==> src/rtl/addsub_nibble_seq_pkg.sv <==
// Shared definitions for the nibble-serial 16-bit adder/subtractor.
// Holds the FSM encoding, the nibble counter width and the saturation limits.
package addsub_nibble_seq_pkg;

  typedef enum logic [1:0] {
    ST_IDLE = 2'd0,
    ST_RUN  = 2'd1,
    ST_DONE = 2'd2
  } state_t;

  localparam int CNT_W = 2;

  localparam logic [15:0] SAT_POS = 16'h7FFF;
  localparam logic [15:0] SAT_NEG = 16'h8000;

endpackage

==> src/rtl/addsub_nibble_seq_nibble_addsub.sv <==
// Combinational 4-bit add slice with optional B inversion for subtraction.
// Also exposes the carry into bit 3 so the caller can detect signed overflow.
module nibble_addsub (
  input  logic [3:0] a4,
  input  logic [3:0] b4,
  input  logic       cin,
  input  logic       sub,
  output logic [3:0] s4,
  output logic       cout,
  output logic       c3
);

  logic [3:0] bx;
  logic [3:0] low;
  logic [1:0] top;

  // Split at bit 3 so the carry entering the MSB is observable.
  always_comb begin
    bx   = b4 ^ {4{sub}};
    low  = {1'b0, a4[2:0]} + {1'b0, bx[2:0]} + {3'b000, cin};
    c3   = low[3];
    top  = {1'b0, a4[3]} + {1'b0, bx[3]} + {1'b0, low[3]};
    s4   = {top[0], low[2:0]};
    cout = top[1];
  end

endmodule

==> src/rtl/addsub_nibble_seq.sv <==
// 16-bit signed add/sub that reuses one 4-bit slice over four cycles,
// saturating the result on signed overflow.
module addsub_nibble_seq
  import addsub_nibble_seq_pkg::*;
(
  input  logic        clk,
  input  logic        rst,
  input  logic        start,
  input  logic        sub,
  input  logic [15:0] a,
  input  logic [15:0] b,
  output logic        busy,
  output logic        done,
  output logic [15:0] result,
  output logic        flag_z,
  output logic        flag_n,
  output logic        flag_v,
  output logic [1:0]  state_dbg
);

  // Handshake: start is taken on any edge where busy is low (IDLE or DONE);
  // busy stays high until the last nibble is written, and done is a single
  // cycle pulse marking result/flags valid. start while busy is dropped.

  state_t           state;
  logic [CNT_W-1:0] cnt;
  logic             carry;
  logic [15:0]      a_q;
  logic [15:0]      b_q;
  logic             sub_q;
  logic [15:0]      partial;

  logic [3:0]       a4;
  logic [3:0]       b4;
  logic [3:0]       s4;
  logic             cout;
  logic             c3;
  logic             v;
  logic [15:0]      sat_res;

  always_comb begin
    a4 = a_q[3:0];
    b4 = b_q[3:0];
    case (cnt)
      2'd0: begin a4 = a_q[3:0];   b4 = b_q[3:0];   end
      2'd1: begin a4 = a_q[7:4];   b4 = b_q[7:4];   end
      2'd2: begin a4 = a_q[11:8];  b4 = b_q[11:8];  end
      default: begin a4 = a_q[15:12]; b4 = b_q[15:12]; end
    endcase
  end

  nibble_addsub u_slice (
    .a4   (a4),
    .b4   (b4),
    .cin  (carry),
    .sub  (sub_q),
    .s4   (s4),
    .cout (cout),
    .c3   (c3)
  );

  // Only meaningful when cnt==3, where c3/cout belong to bit 15.
  always_comb begin
    v       = c3 ^ cout;
    sat_res = {s4, partial[11:0]};
    if (v) sat_res = a_q[15] ? SAT_NEG : SAT_POS;
  end

  assign state_dbg = state;

  always_ff @(posedge clk or posedge rst) begin
    if (rst) begin
      state   <= ST_IDLE;
      cnt     <= '0;
      carry   <= 1'b0;
      a_q     <= '0;
      b_q     <= '0;
      sub_q   <= 1'b0;
      partial <= '0;
      busy    <= 1'b0;
      done    <= 1'b0;
      result  <= '0;
      flag_z  <= 1'b0;
      flag_n  <= 1'b0;
      flag_v  <= 1'b0;
    end else begin
      case (state)
        ST_IDLE, ST_DONE: begin
          done <= 1'b0;
          if (start) begin
            a_q   <= a;
            b_q   <= b;
            sub_q <= sub;
            cnt   <= '0;
            carry <= sub;
            busy  <= 1'b1;
            state <= ST_RUN;
          end else begin
            state <= ST_IDLE;
          end
        end
        ST_RUN: begin
          carry <= cout;
          cnt   <= cnt + 1'b1;
          case (cnt)
            2'd0: partial[3:0]   <= s4;
            2'd1: partial[7:4]   <= s4;
            2'd2: partial[11:8]  <= s4;
            default: partial[15:12] <= s4;
          endcase
          if (cnt == 2'd3) begin
            result <= sat_res;
            flag_z <= (sat_res == 16'h0000);
            flag_n <= sat_res[15];
            flag_v <= v;
            busy   <= 1'b0;
            done   <= 1'b1;
            state  <= ST_DONE;
          end
        end
        default: begin
          busy  <= 1'b0;
          done  <= 1'b0;
          state <= ST_IDLE;
        end
      endcase
    end
  end

endmodule
==> config.mk <==
export PLATFORM = sky130hd
export DESIGN_NAME = addsub_nibble_seq
export DESIGN_NICKNAME = d
export VERILOG_FILES = /design/src/rtl/addsub_nibble_seq_pkg.sv /design/src/rtl/addsub_nibble_seq_nibble_addsub.sv /design/src/rtl/addsub_nibble_seq.sv
export SDC_FILE = /design/constraint.sdc
export NUM_CORES = 1
export LEC_CHECK = 0
export BUFFER_PORTS_ARGS = -buffer_cell sky130_fd_sc_hd__buf_2
export CAP_MARGIN = 20
export CORE_UTILIZATION = 59
export DETAILED_ROUTE_END_ITERATION = 12
export PLACE_DENSITY = 0.84
export SKIP_CTS_REPAIR_TIMING = 1
export SYNTH_ARGS = -nofsm -noshare
export SYNTH_HDL_FRONTEND = slang
export SYNTH_SLANG_ARGS = --single-unit
==> constraint.sdc <==
create_clock -name clk -period 6 [get_ports clk]
set_input_delay 0.9 -clock clk [delete_from_list [all_inputs] [get_ports clk]]
set_output_delay 0.9 -clock clk [all_outputs]
set_load 0.03 [all_outputs]
==> run_results.csv <==
group,metric,value,unit
timing,maxSlewViolCount,0,
die,design.die.area,0.00560,mm²
worst_hold_path,hold_path_class,"reg2reg",
final_layout,fill_cells,389,
clocking,clkTransAtPathRegs,0.07,ns
synth,yosysWarnings,0,
die,die_height,74.9,µm
route,finalWirelength,5950,µm
die,initial_core_util,61.3,%
worst_setup_path,critPathKind,"reg2reg",
synth,yosys.area.top_type,"dfrtp_1",
placed_design,gp_congestion,0.790,
clocking,htreeDepth,3,
worst_setup_path,max_stage_delay,0.63,ns
synth,synthCells,274,
clocking,clk-insertion-delay-late,0.35,ns
synth,synth_area,0.00313,mm²
clocking,cts_tree,"yes",
die,rows,26,
worst_hold_path,whs_path_depth,2,
die,die_x,74.9,µm
worst_hold_path,holdPathEnd,"flag_z",
final_layout,drive_gt1_share,34.5,%
final_layout,diodes,0,
die,ios,59,
final_layout,multi_input_area,0.00128,mm²
worst_setup_path,r2r_cells,12,
worst_setup_path,path_delay_family,"adder cells",
worst_setup_path,path_cells,"inv_1 -> ha_1 -> a222oi_1 -> a21oi_1 -> xnor2_1 -> fa_1 -> and3b_4 -> nor2_1 -> fa_1 -> or3_1 -> a21o_4 -> a31o_2",
grt,grt_max_degree,70,
timing,setup_viol,0,
grt,grt_pass1_vias,2146,
synth,syn_area_per_cell,11.4,µm²
run_status,status,"finished, final reports clean",
route,drt-pass1-iter-count,5,
timing,worst_pin_slew,0.823,ns
timing,fin_skew,0.00706,ns
timing,hold_violations,0,
worst_setup_path,cp.required,6.24,ns
grt,antenna_found_initial,0,
grt,grt_first_pass_wirelength,9980,µm
clocking,cts-buffers-inserted,9,
timing,slew-limit-headroom,45.1,%
final_layout,fin_nets,373,
worst_hold_path,worstHoldStart,"flag_z",
timing,fin_crit,4.12,ns
worst_setup_path,crit_arrival,4.36,ns
clocking,clock-sinks,69,
worst_setup_path,critPathBufInv,1,
worst_setup_path,cpMostUsedCell,"fa_1",
worst_setup_path,cp_max_fo,19,
placed_design,hpwl,4170,µm
final_layout,area.growth.synth_to_final,15.3,%
synth,synth_cell_types,38,
synth,synth-edff-count,0,
clocking,root_buffer,"clkbuf_8",
timing,fin_tns_setup,0,ns
clocking,clockBufferDepth,2,
worst_setup_path,r2r_slack,1.88,ns
final_layout,seq_area,0.00173,mm²
synth,syn_nets,319,
synth,ys_top_cells_by_area,"dfrtp_1, mux2_2, nand2_1",
worst_setup_path,critPathSlowestCell,"or3_1",
grt,track_usage,25.0,%
route,dr.first_iter.drc_count,93,
route,via_per_inst,5.45,
grt,grt_overflow,0,
die,core-area,0.00511,mm²
timing,max_freq,243,MHz
worst_setup_path,r2r_start,"cnt[0]",
synth,yosysSeqAreaShare,55.1,%
route,avgRoutedWirePerCell,14.8,µm
synth,synth_top_cell_area_share,55.1,%
worst_setup_path,endpoint_kind,"flip-flop",
synth,async_flop_share,100,%
route,postRouteAntennaNets,0,
flow_run,timing.max_cap.violations,0,
route,vias,2197,
worst_setup_path,r2r-end,"result[15]",
timing,rsz0062_at_grt,"false",
route,drc,0,
synth,ys_seq_elements,69,
synth,synth_ff_type,"dfrtp_1",
worst_setup_path,start_kind,"flip-flop",
placed_design,port_buffers,58,
timing,fin_crit_sh,68.7,%
metal layers:
metal	share of wire, %	routed length, µm	vias to the layer above	track usage, %
li1	-	-	1082	-
met1	44	2620	1029	30.7
met2	49	2920	78	41.0
met3	5.6	331	8	8.97
met4	1.3	77	0	9.22
met5	0	0	-	0
stage by stage:
stage | cells | setup slack [ns] | hold WS [ns] | util, % | instance area [µm²]
global route | 403 | 1.64 | 0.518 | 70.7 | 3610
finish | 403 | 1.88 | 0.484 | 70.7 | 3610
detailed placement | 387 | 1.89 | 0.477 | 67.2 | 3430
global placement | 387 | 2.04 | 0.461 | 67.2 | 3430
floorplan | 274 | 2.33 | 0.464 | - | 3130
CTS | 403 | 1.88 | 0.492 | 70.7 | 3610
worst min-delay path: cells and delay by family, from the launching register on:
family,cells,cell delay (ns)
simple gates,1,0.05
compound gates,1,0.06
flops,1,0.34
sequential cells by signal, indices dropped and copies added (netlist names):
signal,cells
a_q,16
b_q,16
carry,1
cnt,2
flag_z,1
sub_q,1
state_dbg,2
result,16
partial,12
busy,1
flag_v,1
worst max path at each step:
stage	startpoint	endpoint	slack, ns	cells past startpoint
global route	cnt[0]	result[11]	1.64	12
global placement	cnt[0]	result[15]	2.04	12
finish	cnt[0]	result[15]	1.88	12
CTS	cnt[0]	result[15]	1.88	12
detailed placement	cnt[0]	result[15]	1.89	12
floorplan	cnt[0]	result[15]	2.33	14
layout make-up:
| class | instances | area share (%) |
|---|---|---|
| clock buffers | 12 | 4.30 |
| flip-flops and latches | 69 | 47.8 |
| clock inverters | 4 | 0.624 |
| multi-input cells | 180 | 35.6 |
| well taps | 70 | 2.43 |
| repair buffers | 60 | 8.45 |
| inverters | 8 | 0.832 |
kinds of logic (layout without fill, tap and decap cells):
kind of cell / after synthesis / after routing / synth area share, %
AO/OA/AOI/OAI: 55 / 55 / 11.8
AND/OR/NAND/NOR: 77 / 77 / 11.2
XOR/XNOR: 6 / 6 / 1.68
flip-flops: 69 / 69 / 55.1
adder cells (fa/ha/maj): 9 / 9 / 4.31
multiplexers: 33 / 33 / 11.9
buffers and inverters: 25 / 84 / 3.96
cells in the final DEF (no fill, tap or decap), types with 2 or more instances in the layout:
cell type,netlist,routed
inv_2,1,2
buf_4,2,2
o21ai_0,17,17
ha_1,6,6
clkbuf_8,0,11
mux2_2,33,33
buf_2,6,58
and3_1,3,3
fa_1,3,3
a31oi_1,13,13
xnor2_1,5,5
a21oi_1,5,5
clkinv_2,0,3
o31ai_1,4,4
nand3_1,12,12
a21o_1,2,2
a222oi_1,7,7
inv_1,7,6
dfrtp_1,69,69
nor4_1,3,3
nand2_1,28,28
nor2_1,22,22
cell usage after synthesis (3+ instances only):
library cell,count
o31ai_1,4
ha_1,6
a222oi_1,7
nor4_1,3
inv_1,7
xnor2_1,5
a31oi_1,13
nor2_1,22
and3_1,3
clkbuf_1,7
buf_2,6
dfrtp_1,69
fa_1,3
nand3_1,12
o21ai_0,17
nand2_1,28
mux2_2,33
a21oi_1,5
Power is left out: the tool's default activity adds up to more than one toggle a clock period on the data nets, which glitch-free logic cannot reach.
